**src/rtl/dbg_view_pkg.sv**
```systemverilog
// Shared types and constants for the debug display view sequencer.
// The advance rule lives here so every consumer wraps views identically.
package dbg_view_pkg;

    typedef enum logic [1:0] {
        S_MANUAL = 2'd0,
        S_AUTO   = 2'd1,
        S_STEP   = 2'd2,
        S_HOLD   = 2'd3
    } view_state_t;

    localparam logic [2:0] VIEW_PC_STATE   = 3'd0;
    localparam logic [2:0] VIEW_ALU_A      = 3'd1;
    localparam logic [2:0] VIEW_ALU_B      = 3'd2;
    localparam logic [2:0] VIEW_ALU_OUT    = 3'd3;
    localparam logic [2:0] VIEW_NEXT_STATE = 3'd4;

    // Last valid view and any out-of-range view both wrap to view 0.
    function automatic logic [2:0] advance_view(input logic [2:0]  view,
                                                input int unsigned num_views);
        logic [2:0] nxt;
        if ({29'd0, view} >= num_views - 32'd1) begin
            nxt = VIEW_PC_STATE;
        end else begin
            nxt = view + 3'd1;
        end
        return nxt;
    endfunction

endpackage

```
**src/rtl/key_sync_edge.sv**
```systemverilog
// Step key 2-flop synchronizer plus rising-edge detect; Rise is valid 2 clocks after the key is first sampled.
// No backpressure; Arm re-seeds the history so a key already held cannot produce a Rise.
module key_sync_edge (
    input  logic Clk,
    input  logic Reset,
    input  logic KeyIn,
    input  logic Arm,
    output logic Rise
);

    logic sync1_q;
    logic sync2_q;
    logic hist_q;

    // On Arm the history takes the level sync2 is about to hold, so the first armed cycle sees no edge.
    always_ff @(posedge Clk) begin
        if (Reset) begin
            sync1_q <= 1'b0;
            sync2_q <= 1'b0;
            hist_q  <= 1'b0;
        end else begin
            sync1_q <= KeyIn;
            sync2_q <= sync1_q;
            hist_q  <= Arm ? sync1_q : sync2_q;
        end
    end

    assign Rise = sync2_q & ~hist_q;

endmodule

```
**src/rtl/view_sequencer.sv**
```systemverilog
// Debug display view select: manual, timed auto-cycle, key step and hold modes; 1-clock Mode/Sw latency.
// No backpressure; outputs are registered and ViewChange pulses on the cycle a new ViewSel appears.
module view_sequencer
    import dbg_view_pkg::*;
#(
    parameter int NUM_VIEWS    = 5,
    parameter int DWELL_CYCLES = 50_000_000,
    parameter int CNT_W        = $clog2(DWELL_CYCLES)
) (
    input  logic       Clk,
    input  logic       Reset,
    input  logic [2:0] Sw,
    input  logic [1:0] Mode,
    input  logic       StepKey,
    output logic [2:0] ViewSel,
    output logic       ViewChange,
    output logic       AutoActive
);

    localparam logic [CNT_W-1:0] CNT_LAST = CNT_W'(DWELL_CYCLES - 1);

    view_state_t      state_q, state_d;
    logic [2:0]       view_q, view_d;
    logic [CNT_W-1:0] cnt_q, cnt_d;
    logic             chg_q;
    logic             auto_q;
    logic             mode_chg;
    logic             arm;
    logic             rise;

    key_sync_edge u_key (
        .Clk   (Clk),
        .Reset (Reset),
        .KeyIn (StepKey),
        .Arm   (arm),
        .Rise  (rise)
    );

    // A mode change in the same cycle as a key edge or terminal count suppresses the advance.
    always_comb begin
        state_d  = view_state_t'(Mode);
        mode_chg = (state_d != state_q);
        arm      = (state_d == S_STEP) && (state_q != S_STEP);
        view_d   = view_q;
        cnt_d    = cnt_q;
        case (state_q)
            S_MANUAL: view_d = Sw;
            S_AUTO: begin
                if (!mode_chg) begin
                    if (cnt_q == CNT_LAST) begin
                        view_d = advance_view(view_q, NUM_VIEWS);
                        cnt_d  = '0;
                    end else begin
                        cnt_d  = cnt_q + CNT_W'(1);
                    end
                end
            end
            S_STEP: begin
                if (!mode_chg && rise) begin
                    view_d = advance_view(view_q, NUM_VIEWS);
                end
            end
            S_HOLD: ;
            default: ;
        endcase
        if (mode_chg && (state_q == S_AUTO || state_d == S_AUTO)) begin
            cnt_d = '0;
        end
    end

    always_ff @(posedge Clk) begin
        if (Reset) begin
            state_q <= S_MANUAL;
            view_q  <= VIEW_PC_STATE;
            cnt_q   <= '0;
            chg_q   <= 1'b0;
            auto_q  <= 1'b0;
        end else begin
            state_q <= state_d;
            view_q  <= view_d;
            cnt_q   <= cnt_d;
            chg_q   <= (view_d != view_q);
            auto_q  <= (state_d == S_AUTO);
        end
    end

    assign ViewSel    = view_q;
    assign ViewChange = chg_q;
    assign AutoActive = auto_q;

endmodule
```
**config.mk**
```make
export PLATFORM = sky130hd
export DESIGN_NAME = view_sequencer
export DESIGN_NICKNAME = d
export VERILOG_FILES = /design/src/rtl/dbg_view_pkg.sv /design/src/rtl/key_sync_edge.sv /design/src/rtl/view_sequencer.sv
export SDC_FILE = /design/constraint.sdc
export NUM_CORES = 1
export LEC_CHECK = 0
export ABC_AREA = 1
export CAP_MARGIN = 0
export CORE_MARGIN = 8
export CORE_UTILIZATION = 30
export DETAILED_ROUTE_END_ITERATION = 10
export PLACE_DENSITY = 0.43
export SKIP_LAST_GASP = 1
export SLEW_MARGIN = 20
export SYNTH_ARGS = -nofsm -noshare
export SYNTH_HDL_FRONTEND = slang
export SYNTH_SLANG_ARGS = --single-unit
```
**constraint.sdc**
```tcl
create_clock -name Clk -period 4.8 [get_ports Clk]
set_input_delay 0.48 -clock Clk [delete_from_list [all_inputs] [get_ports Clk]]
set_output_delay 0.48 -clock Clk [all_outputs]
set_load 0.05 [all_outputs]
```
### Word level (Yosys, flattened, before mapping)

Cells that the tools add are included.

* ROM bits: 0
* bits of input ports: 8
* logic and storage cells: 37
* memories kept: 0
* latch bits: 0
* RAM bits: 0
* register bits: 36

* add/subtract/negate cells: 2
* div/mod/pow operators: 0
* multiplexer cells: 7
* shift-type cells: 0
* order comparisons: 1
* multipliers: 0
* equality and inequality tests: 8
* bitwise gates (word level): 3
* reduce and logical (&&, ||, !) cells: 8

Operators by type and width (number)
* 26-bit by 1-bit adder with 26-bit output, second input constant: 1
* 26-bit == test, second input constant: 1
* 26-bit 2-to-1 mux: 1
* 3-bit 2-to-1 mux: 4
* 3-bit one-hot mux with 3 select lines: 1
* 2-bit by 1-bit == test with 1-bit output, second input constant: 2
* 2-bit == test, second input constant: 2
* 3-bit by 1-bit adder with 3-bit output, second input constant: 1
* 3-bit greater-or-equal comparator, second input constant: 1
* 1-bit logical AND: 3
* 3-bit inequality test: 1
* 2-bit logical NOT: 1
* 2-bit inequality test: 1
* 2-bit inequality test, second input constant: 1
* 1-bit inverter: 2
* 2-bit AND reduction: 1
* 2-bit OR reduction: 1
* 1-bit bitwise AND: 1
* 1-bit logical NOT: 1
* 1-bit logical OR: 1
* 1-bit 2-to-1 mux: 1

### Logic depth before layout (Yosys ltp)

* depth after elaboration: 6
* depth in mapped cells: 14
* mapped depth without buffers: 14

### Cells and area by module

Synthesis repeated with hierarchy kept, for this count alone.

* cell total of the unflattened synthesis: 319
* area total of the unflattened synthesis: 2082.0 sq um

By module, submodules not included
* view_sequencer: cells an instance 305, times used 1, seq. area each 660.6 sq um, area an instance 1978.1 sq um
* key_sync_edge: cells an instance 14, times used 1, seq. area each 60.1 sq um, area an instance 103.8 sq um

### Worst setup path after synthesis

OpenSTA, ideal clock, no wires.

* path kind: flip-flop to flip-flop
* from: reg view_q[0], in the netlist ViewSel[0]
* to: reg chg_q, in the netlist ViewChange
* clock period less this slack: 1.947 ns
* cell stages (with the launch flop): 13
* library setup time: 0.128 ns
* setup slack: 2.853 ns
* arrival: 1.820 ns
* required time: 4.672 ns
* cells stage by stage: dfxtp_1 > inv_1 > ha_1 > nand2_1 > nand4_1 > nand3_1 > nand2_1 > inv_1 > nand3_1 > nand2_1 > nand3_1 > nor2_1 > nor2_1

* cells in the longest elaborated chain, start to end: 6
* elaborated cells between the ends (all ways): 8
* classes of those cells: 1 x add/sub; 1 x order compare; 1 x eq/ne; 5 x mux

RTL lines
* start: declaration: RTL line view_sequencer.sv:23 `logic [2:0] view_q, view_d;`
* start signal: assignment: RTL line view_sequencer.sv:80 `view_q <= view_d;`
* 3-bit by 1-bit adder with 3-bit output or 3-bit greater-or-equal comparator (tied branches): RTL line dbg_view_pkg.sv:25, dbg_view_pkg.sv:22
* 3-bit 2-to-1 mux: RTL line dbg_view_pkg.sv:22 `if ({29'd0, view} >= num_views - 32'd1) begin`
* 3-bit 2-to-1 mux: RTL line view_sequencer.sv:50 `if (cnt_q == CNT_LAST) begin`
* 3-bit 2-to-1 mux: RTL line view_sequencer.sv:49 `if (!mode_chg) begin`
* 3-bit one-hot mux with 3 select lines: RTL line view_sequencer.sv:46 `case (state_q)`
* 3-bit inequality test (*): RTL line view_sequencer.sv:82 `chg_q <= (view_d != view_q);`
* end signal: assignment: RTL line view_sequencer.sv:82
* end: declaration: RTL line view_sequencer.sv:25 `logic chg_q;`

Every way passes the cells marked *; elsewhere a longest branch is shown, timed or not.
A chain may end at the register's enable or synchronous reset.

### Worst setup path after layout

* from: in Mode[1]
* to: reg cnt_q[12]

* cells in the longest elaborated chain, start to end: 4
* elaborated cells between the ends (all ways): 7
* classes of those cells: 2 x eq/ne; 1 x bitwise; 4 x reduce/logical

RTL lines
* start: declaration: RTL line view_sequencer.sv:13 `input logic [1:0] Mode,`
* 2-bit by 1-bit == test with 1-bit output: RTL line view_sequencer.sv:66 `if (mode_chg && (state_q == S_AUTO || state_d == S_AUTO)) begin`
* 1-bit logical OR: RTL line view_sequencer.sv:66
* 1-bit logical AND: RTL line view_sequencer.sv:66
* 2-bit OR reduction (no source line)
* end signal: assignment: RTL line view_sequencer.sv:81 `cnt_q <= cnt_d;`
* end: declaration: RTL line view_sequencer.sv:24 `logic [CNT_W-1:0] cnt_q, cnt_d;`

Parallel ways exist; a longest one is shown, timed or not.

==> run summary <==
Routed Antenna Nets: 0
post-synthesis adder-cell area fraction: 1.726%
total power: 604.0 uW
Post-route DRC: 0
Final min period: 2.457 ns
WP data required: 5.02 ns
clock sink total: 36
crit-path max FO: 11
TritonCTS clock tree: yes
power per cell area: 242.1 nW/um^2
fmax: 407.0 MHz
clock transition at the registers of the reported paths: 0.07 ns
most common cell after layout, fill and taps aside: nand2_1
die area: 10230 sq um
clk_skew: 0.003683 ns
hpwl dp: 4.355 mm
fillers: 788
die span in x: 101.1 microns
Post-CTS Hold Buffers: 0
I/O Buffers: 12
Starting Density: 30.47%
final worst path period share: 51.18%
syn_nets: 344
# IOs: 13
HP Class: flip-flop to flip-flop
critical path class: input pin to flip-flop
ANT cells: 0
Compound-Gate Fraction of Synth Area: 9.551%
Worst Path Arrival: 2.68 ns
WL final: 5.478 mm
Synth Area in XOR/XNOR: 0.4028%
RSZ-0062 raised after global routing: no
largest net degree at the start of global routing: 12
simple-gate area share of the yosys netlist: 45.57%
post-DR vias/cell: 4.684
Worst VDD drop: 0.00008325 V
Final setup viols: 0
synthesized cell area: 2175 sq um
clk root buf: clkbuf_8
CP Capture Type: flip-flop
share of flip-flops with an asynchronous set or reset: 0%
Slew Limit Fails: 0
Yosys cell types: 37
Area Growth Syn to Fin: 14.73%
commonest non-fill, non-tap cells in the layout: nand2_1 (85), inv_1 (49), nor2_1 (48)
cells after synthesis: 333
Synth Register Bits: 36
Worst-Margin Slew: 0.4994 ns
drt wl/cell: 12.20 microns
first-pass GRT wire length: 9.791 mm
mean cell area of the mapped netlist: 6.530 sq um
core area: 7137 sq um
# H-tree levels: 2
Worst-Skew Late Latency: 0.29 ns
DR pass1 iterations: 4
setup_tns: 0 ns
cts repair resizes: 0
EDFF count, synth: 0
top_reg_cell synth: dfxtp_1
multiplexer area fraction after synthesis: 0%
# Max-Cap Violations: 0
GRT overflow: 0
Startpoint Class: input pin
register area share after synthesis: 33.14%
Die Y: 101.1 microns
Nets: 360
Ys Warns: 0
CTS buffer count: 5
vias in the first global route: 2094
layout cell share with drive strength beyond 1: 6.571%
relative slew slack: 66.60%
clock tree buffer depth: 2
post-CTS setup buffer count: 0
initial antenna violation count: 0
Std-Cell Rows: 31
final RePlAce weighted congestion: 0.7903
Final Hold Fails: 0
via count: 2103
gr usage total: 11.97%
DRT iter0 DRCs: 138
main combinational cell family by area after synthesis: simple AND/OR/NAND/NOR gates
Leak: 0.0009960 uW
outcome: complete, no violations
per-stage QoR:
stage	utilization (%)	instance area, sq um	setup WS (ns)	cells	hold slack [ns]
2_1_floorplan	-	2175	2.853	333	0.4100
3_3_place_gp	33.70	2405	2.110	441	0.4304
3_5_place_dp	33.70	2405	2.022	441	0.4275
4_1_cts	34.96	2495	2.323	449	0.4396
5_1_grt	34.96	2495	2.083	449	0.4655
6_report	34.96	2495	2.343	449	0.4379
cell type report:
cell class	instances	area, sq um	share of cell area, %
Sequential cell	36	720.7	28.89
Tap cell	99	123.9	4.965
Inverter	52	195.2	7.823
Clock buffer	8	90.09	3.611
Multi-Input combinational cell	242	1245	49.90
Timing Repair Buffer	12	120.1	4.814
layer usage:
layer	track usage, %	up-vias	share of wire [%]
li1	-	1126	-
met1	15.17	944	50
met2	19.69	26	46
met3	2.818	7	2.4
met4	3.322	0	1.2
met5	0	-	0
power breakdown:
group	total, uW	internal [uW]	switching [uW]	leakage [uW]
sequential	309	304	4.57	0.000292
combinational	67.7	22.9	44.8	0.000658
clock	228	117	110	0.0000455
worst max-delay path, stage by stage:
cell and delay (ns):
clkdlybuf4s50_1 0.41, inv_1 0.15, nand2_4 0.10, nor2_8 0.18, inv_2 0.10, a21oi_1 0.23, nand2_1 0.33, inv_1 0.41
o21ai_0 0.14, a21oi_1 0.13
final timing paths:
path,endpoint,startpoint,cells after the start,slack [ns]
min,u_key.sync2_q$_SDFF_PP0_,u_key.sync1_q$_SDFF_PP0_,2,0.44
min reg2reg,u_key.sync2_q$_SDFF_PP0_,u_key.sync1_q$_SDFF_PP0_,2,0.44
max,cnt_q[12]$_SDFFE_PP0P_,Mode[1],10,2.34
max reg2reg,cnt_q[17]$_SDFFE_PP0P_,cnt_q[14]$_SDFFE_PP0P_,9,2.50
registers in the layout, indices dropped and copies added (netlist names):
name and flops:
u_key.sync2_q 1, state_q 2, AutoActive 1, u_key.sync1_q 1
ViewChange 1, ViewSel 3, cnt_q 26, u_key.hist_q 1
synth_stat cells (all sizes together), types with 3 or more instances:
master  count  area share (%)
nand3      27             7.0
nand4      14             4.7
nor4        8             2.3
nand2      89              16
dfxtp      36              33
a21oi      13             3.0
inv        52             9.0
ha          3             1.7
nor3       12             4.3
a31oi       5             1.4
o21ai       6             1.4
nor2       51              10
cells by family (layout without fill, tap and decap cells):
| kind of cell | count (synthesis) | after routing |
|---|---|---|
| compound gates | 34 | 34 |
| xor+xnor | 1 | 1 |
| fa+ha+maj | 3 | 3 |
| buf+inv | 55 | 72 |
| flops | 36 | 36 |
| simple gates | 204 | 204 |
(Power assumes the default switching activity.)
